## src/rtl/router_pkg.sv

```systemverilog
// router_pkg: shared router types and default constants.
package router_pkg;
  typedef enum logic {IDLE, LOCKED} lock_state_t;
  localparam int DEFAULT_MAX_LOCK = 16;
endpackage

```

## src/rtl/binary_to_onehot.sv

```systemverilog
// binary_to_onehot: combinational index to one-hot decode with range flag.
module binary_to_onehot #(
  parameter int NUM_OUTPUTS = 4,
  parameter int NUM_BITS    = $clog2(NUM_OUTPUTS)
) (
  input  logic [NUM_BITS-1:0]    i_index,
  output logic [NUM_OUTPUTS-1:0] o_onehot,
  output logic                   o_in_range
);
  assign o_in_range = int'(i_index) < NUM_OUTPUTS;
  assign o_onehot   = o_in_range ? {{(NUM_OUTPUTS-1){1'b0}}, 1'b1} << i_index : '0;
endmodule

```

## src/rtl/grant_lock_decoder.sv

```systemverilog
// grant_lock_decoder: latches an allocator grant as a one-hot select held until release or watchdog expiry.
module grant_lock_decoder
  import router_pkg::*;
#(
  parameter int NUM_OUTPUTS = 4,
  parameter int NUM_BITS    = $clog2(NUM_OUTPUTS),
  parameter int MAX_LOCK    = DEFAULT_MAX_LOCK,
  parameter int CNT_BITS    = $clog2(MAX_LOCK + 1)
) (
  input  logic                   clk,
  input  logic                   reset,
  input  logic                   in_valid,
  input  logic [NUM_BITS-1:0]    in_index,
  output logic                   in_ready,
  input  logic                   in_release,
  output logic [NUM_OUTPUTS-1:0] out_grant,
  output logic                   out_valid,
  output logic                   err_range,
  output logic                   timeout
);
  lock_state_t             r_state;
  logic [CNT_BITS-1:0]     r_lock_cnt;
  logic [NUM_OUTPUTS-1:0]  r_grant;
  logic                    r_err_range;
  logic                    r_timeout;
  logic [NUM_OUTPUTS-1:0]  w_onehot;
  logic                    w_in_range;
  logic                    w_expire;
  logic                    w_end;
  logic                    w_accept;

  binary_to_onehot #(.NUM_OUTPUTS(NUM_OUTPUTS), .NUM_BITS(NUM_BITS)) u_dec (
    .i_index   (in_index),
    .o_onehot  (w_onehot),
    .o_in_range(w_in_range)
  );

  assign w_expire = (r_state == LOCKED) && (r_lock_cnt == CNT_BITS'(MAX_LOCK - 1));
  assign w_end    = (r_state == LOCKED) && (in_release || w_expire);
  assign in_ready = (r_state == IDLE) || w_end;
  assign w_accept = in_valid && in_ready && w_in_range;

  // Release takes priority over expiry, so the watchdog pulse is suppressed when both coincide.
  always_ff @(posedge clk) begin
    if (reset) begin
      r_state     <= IDLE;
      r_lock_cnt  <= '0;
      r_grant     <= '0;
      r_err_range <= 1'b0;
      r_timeout   <= 1'b0;
    end else begin
      r_err_range <= in_valid && in_ready && !w_in_range;
      r_timeout   <= w_expire && !in_release;
      if (w_accept) begin
        r_state    <= LOCKED;
        r_grant    <= w_onehot;
        r_lock_cnt <= '0;
      end else if (w_end) begin
        r_state    <= IDLE;
        r_grant    <= '0;
        r_lock_cnt <= '0;
      end else if (r_state == LOCKED) begin
        r_lock_cnt <= r_lock_cnt + CNT_BITS'(1);
      end
    end
  end

  assign out_grant = r_grant;
  assign out_valid = r_state == LOCKED;
  assign err_range = r_err_range;
  assign timeout   = r_timeout;
endmodule

```

## config.mk

```make
export PLATFORM = sky130hd
export DESIGN_NAME = grant_lock_decoder
export DESIGN_NICKNAME = d
export VERILOG_FILES = /design/src/rtl/router_pkg.sv /design/src/rtl/binary_to_onehot.sv /design/src/rtl/grant_lock_decoder.sv
export SDC_FILE = /design/constraint.sdc
export NUM_CORES = 1
export LEC_CHECK = 0
export ABC_CLOCK_PERIOD_IN_PS = 4480
export CORE_AREA = 2 2 47 49
export CTS_CLUSTER_DIAMETER = 40
export DETAILED_ROUTE_END_ITERATION = 10
export DIE_AREA = 0 0 49 51
export DONT_BUFFER_PORTS = 1
export GPL_TIMING_DRIVEN = 0
export HOLD_SLACK_MARGIN = 0.05
export PLACE_DENSITY = 0.4
export SYNTH_ARGS = -nofsm -noshare
export SYNTH_HDL_FRONTEND = slang
export SYNTH_SLANG_ARGS = --single-unit
export TNS_END_PERCENT = 1
```

## constraint.sdc

```tcl
create_clock -name clk -period 4.48 [get_ports clk]
set_input_delay 1.12 -clock clk [delete_from_list [all_inputs] [get_ports clk]]
set_output_delay 1.12 -clock clk [all_outputs]
set_load 0.05 [all_outputs]
```

## After elaboration in Yosys (flattened, before gate mapping)

Cells that the tools add are included.

| word-level totals | value |
|---|---|
| bits in registers | 11 |
| bits of input ports | 6 |

| cells by class | value |
|---|---|
| equality and inequality tests | 1 |
| shifts and indexed selects | 1 |
| add/subtract/negate cells | 1 |
| muxes and demuxes | 4 |
| bitwise gates (word level) | 1 |
| reductions and logical operators | 9 |

Operators by type and width:

| kind | number |
|---|---|
| two-way mux 4 bit | 2 |
| adder 5 x 1 -> 5 bit, second input constant | 1 |
| equality test 5 x 4 -> 1 bit, second input constant | 1 |
| logical AND 1 bit | 4 |
| << shifter 1 x 2 -> 4 bit, first input constant | 1 |
| OR reduction 3 bit | 1 |
| logical OR 1 bit | 2 |
| two-way mux 1 bit | 2 |
| nonzero test 2 bit | 1 |
| logical NOT 1 bit | 1 |
| inverter 1 bit | 1 |

## Logic depth before layout (Yosys ltp)

Gate-level depths: netlist of the first run.

| depth | value |
|---|---|
| depth after elaboration | 7 |
| gate-level depth with buffers | 7 |
| mapped depth without buffers | 7 |

## By module

Synthesis of the first run repeated with hierarchy kept, for this count alone.

| unflattened totals | value |
|---|---|
| cell total of the unflattened synthesis | 50 |
| area, all modules | 526.8 um^2 |

By module, submodules not included:

| module | times used | cells an instance | area an instance (um^2) | seq. area each (um^2) |
|---|---|---|---|---|
| grant_lock_decoder | 1 | 44 | 489.2 | 240.2 |
| binary_to_onehot | 1 | 6 | 37.5 | 0.0 |

## Least setup slack after synthesis of the first run

Ideal clock, no wire load.

| path | value |
|---|---|
| path kind | input to output |
| from | input in_release |
| to | output in_ready |
| data required time | 3.360 ns |
| arrival time | 1.632 ns |
| path slack | 1.728 ns |
| cell stages on the path | 2 |
| cells stage by stage | nor3b_4 inv_1 |

| between the ends | value |
|---|---|
| word-level cells in the longest chain between the ends | 3 |

Ends and longest elaborated chain:

| element | line | text |
|---|---|---|
| start, declared | grant_lock_decoder.sv:15 | `input logic in_release,` |
| logical OR 1 bit | grant_lock_decoder.sv:39 | `assign w_end = (r_state == LOCKED) && (in_release \|\| w_expire);` |
| logical AND 1 bit | grant_lock_decoder.sv:39 |  |
| logical OR 1 bit | grant_lock_decoder.sv:40 | `assign in_ready = (r_state == IDLE) \|\| w_end;` |
| end, declared | grant_lock_decoder.sv:14 | `output logic in_ready,` |

Every way passes these cells.

## Worst setup path in the final report of the first run

| path | value |
|---|---|
| from | register r_lock_cnt[0] |
| to | output in_ready |

| between the ends | value |
|---|---|
| word-level cells in the longest chain between the ends | 5 |

Ends and longest elaborated chain:

| element | line | text |
|---|---|---|
| start, declared | grant_lock_decoder.sv:22 | `logic [CNT_BITS-1:0] r_lock_cnt;` |
| start signal, assigned | grant_lock_decoder.sv:63 | `r_lock_cnt <= r_lock_cnt + CNT_BITS'(1);` |
| equality test 5 x 4 -> 1 bit | grant_lock_decoder.sv:38 | `assign w_expire = (r_state == LOCKED) && (r_lock_cnt == CNT_BITS'(MAX_LOCK - 1));` |
| logical AND 1 bit | grant_lock_decoder.sv:38 |  |
| logical OR 1 bit | grant_lock_decoder.sv:39 |  |
| logical AND 1 bit | grant_lock_decoder.sv:39 |  |
| logical OR 1 bit | grant_lock_decoder.sv:40 |  |

Every way passes these cells.

==> results of run 1 <==
-- how the worst max path moves through the flow --
stage | from | endpoint | slack, ns | depth (start not counted)
floorplan | in_release | in_ready | 1.73 | 2
global placement | in_release | in_ready | 1.67 | 2
detailed placement | in_release | in_ready | 1.67 | 2
CTS | r_lock_cnt[0]$_SDFFE_PP0P_ | in_ready | 1.55 | 5
global route | r_lock_cnt[0]$_SDFFE_PP0P_ | in_ready | 1.45 | 5
finish | r_lock_cnt[0]$_SDFFE_PP0P_ | in_ready | 1.59 | 5
-- metal layers --
metal  wire (um)  vias up
li1            -      167
met1         366      139
met2         330        8
met3          62        2
met4           9        0
met5           0        -
-- power by group through the flow --
stage / clock network [W] / registers [W] / logic, W
5_1_grt: 0.0000752 / 0.000110 / 0.0000197
3_5_place_dp: 0 / 0.000112 / 0.0000180
6_report: 0.0000667 / 0.000109 / 0.0000178
3_3_place_gp: 0 / 0.000112 / 0.0000179
2_1_floorplan: 0 / 0.000111 / 0.0000160
4_1_cts: 0.0000711 / 0.000109 / 0.0000181
-- synthesized netlist by cell type, drive strengths merged (2+ instances only) --
master	n
buf	2
ha	2
xor2	2
nor2	9
o2bb2ai	2
dfxtp	11
a22o	2
inv	3
nand2	2
-- cell type report --
class / count / share of cell area
tap: 28 / 0.0651
multi-input combinational: 31 / 0.421
buffer: 2 / 0.0349
clock buffer: 4 / 0.0488
inverter: 3 / 0.0209
sequential: 11 / 0.409
-- critical path, stage by stage (launching register included) --
cell     delay [ns]
dfxtp_1        0.34
ha_1           0.21
and3_1         0.18
ha_1           0.22
nor3b_4        0.27
inv_1          0.29
-- sequential cells by signal (all words and copies together) (netlist names) --
register and count:
r_lock_cnt 5, out_valid 1, timeout 1, out_grant 4
-- cell families after synthesis --
group                      after synthesis  synth area share
and+or+nand+nor                         17             0.194
xor gates and xnor gates                 3            0.0551
DFF                                     11             0.462
muxes                                    1            0.0210
AOI/OAI and AO/OA                        7             0.144
other                                    1           0.00787
buffers and inverters                    5            0.0630
adders and majority gates                2            0.0525
-- metrics by stage --
stage	hold slack [ns]	power, W	area (um^2)	setup WS, ns
6_report	0.515	0.000194	538	1.59
4_1_cts	0.523	0.000199	538	1.55
5_1_grt	0.544	0.000205	538	1.45
3_3_place_gp	0.493	0.000129	512	1.67
2_1_floorplan	0.472	0.000127	477	1.73
3_5_place_dp	0.500	0.000130	512	1.67
==> results.py, run 1 <==
metrics = {
    "outcome": {
        "status": "completed",
    },
    "critical_path": {
        "arrival_ns": 1.77,
        "crit_type": "reg2out",
        "cp.required_ns": 3.36,
        "r2r-end": "out_grant[2]$_SDFFE_PP0P_",
        "startpoint_type": "register",
        "regToRegSetupSlack_ns": 2.59,
        "ff2ff_path_depth": 7,
        "crit_path_max_fanout": 5,
        "crit-reg2reg-launch": "r_lock_cnt[0]$_SDFFE_PP0P_",
        "cp-end-kind": "primary output",
    },
    "timing": {
        "worst_slew_pin_slew_ns": 0.533,
        "rsz0062_at_grt": "no",
        "finalMaxSlewViolations": 0,
        "min_period_over_period": 0.646,
        "maxClockFrequency_ghz": 0.346,
        "fin_crit_ns": 2.89,
        "setup_viol": 0,
        "clock_skew_ns": 0.00576,
        "hold_viol": 0,
        "relSlewSlack": 0.644,
        "tns_ns": 0,
    },
    "synth": {
        "synth_area_um2": 477,
        "synth-warning-count": 0,
        "netlist_instances": 47,
        "yosysSeqAreaShare": 0.462,
        "synth-edff-count": 0,
        "synth_top_cell_by_area": "dfxtp_1",
        "ys_types": 22,
        "synth_top_area_frac": 0.462,
        "synth_nets": 55,
        "async_flop_share": 0,
        "ys_ff_latch": 11,
        "syn_area_per_cell_um2": 10.1,
        "synth_top_flop_cell": "dfxtp_1",
        "synthTopCellsByArea": "dfxtp_1 46%, nor2_1 7.1%, ha_1 5.2%",
    },
    "global_routing": {
        "grt_use_met2": 0.100,
        "overflow": 0,
        "top_usage_layer": "met2",
        "use_met3": 0.0673,
        "grt_pass1_vias": 304,
        "globalRouteTotalUtil": 0.0793,
        "gr-usage-met1": 0.0953,
        "grt_max_degree": 10,
        "grt_pass1_wl_um": 1390,
        "antenna_found_initial": 0,
    },
    "worst_hold_path": {
        "worstHoldStart": "r_lock_cnt[4]$_SDFFE_PP0P_",
        "hp-class": "reg2reg",
        "whs_path_depth": 2,
        "hold_path_end": "r_lock_cnt[4]$_SDFFE_PP0P_",
    },
    "drt": {
        "drc": 0,
        "wl_um": 768,
        "num_vias": 316,
        "via_per_inst": 4.00,
        "wire_per_inst_um": 9.72,
        "dr.pass1.iters": 2,
        "drt_iter0_markers": 1,
        "drt.antenna.violating_nets": 0,
    },
    "power": {
        "power.switching_w": 0.0000514,
        "p_comb_frac": 0.092,
        "intPower_w": 0.000142,
        "switching_share": 0.265,
        "clkPwrFrac": 0.344,
        "p_seq_frac": 0.564,
        "power_density_mw_per_mm2": 360,
        "power.leakage_nw": 0.203,
        "ir_drop_mv": 0.185,
    },
    "finish": {
        "drive_gt1_frac": 0.176,
        "n_fill_cell": 235,
        "nNetsFinal": 60,
        "register_area_um2": 220,
        "diodes": 0,
        "final_common_cell": "dfxtp_1",
        "area_growth_pct": 12.9,
        "mostFrequentLayoutCells": "11 x dfxtp_1, 9 x nor2_1, 3 x inv_1, 3 x clkbuf_4",
        "final_core_utilization": 0.261,
        "finalNonFillerCells": 79,
        "multi_input_area_um2": 226,
    },
    "place": {
        "port_buffers": 0,
        "dpl.hpwl_um": 595,
        "gp_congestion": 0.699,
        "place_inst": 75,
    },
    "clocking": {
        "cts.sinks": 11,
        "holdBufCountCts": 0,
        "htree_levels": 1,
        "cts.reportedPaths.clkPinSlew_ns": 0.07,
        "numCtsBuffers": 3,
        "cts_setup_buffers": 0,
        "cts_tree": "done",
        "postCtsResizedCells": 0,
        "clock_latency_ns": 0.26,
        "cts_root_buffer": "clkbuf_4",
        "cts.path.max_buffers": 2,
    },
    "floorplanning": {
        "initial_core_util": 0.231,
        "fp-row-count": 17,
        "core_area_mm2": 0.00206,
        "die_h_um": 51,
        "ios": 14,
        "die-area_mm2": 0.00250,
        "die_w_um": 49,
    },
    "job": {
        "cap_violations": 0,
    },
}
Note: power is estimated with default switching activity, not from simulation.
==> run 2: changes to the inputs <==
--- a/config.mk
+++ b/config.mk
@@ -5,7 +5,7 @@
 export SDC_FILE = /design/constraint.sdc
 export NUM_CORES = 1
 export LEC_CHECK = 0
-export ABC_CLOCK_PERIOD_IN_PS = 4480
+export ABC_CLOCK_PERIOD_IN_PS = 2900
 export CORE_AREA = 2 2 47 49
 export CTS_CLUSTER_DIAMETER = 40
 export DETAILED_ROUTE_END_ITERATION = 10
==> constraint.sdc (replaced) <==
create_clock -name clk -period 2.9 [get_ports clk]
set_input_delay 0.725 -clock clk [delete_from_list [all_inputs] [get_ports clk]]
set_output_delay 0.725 -clock clk [all_outputs]
set_load 0.05 [all_outputs]
==> results of run 2 <==
The final DEF is identical to that of run 1. Status: completed.
Main changes from that run: setup slack after placement 1.67 ns -> 0.675 ns; setup slack after layout 1.59 ns -> 0.401 ns; register-to-register setup slack 2.59 ns -> 1.01 ns; total power 0.000194 W -> 0.000299 W; worst IR drop on VDD 0.185 mV -> 0.286 mV
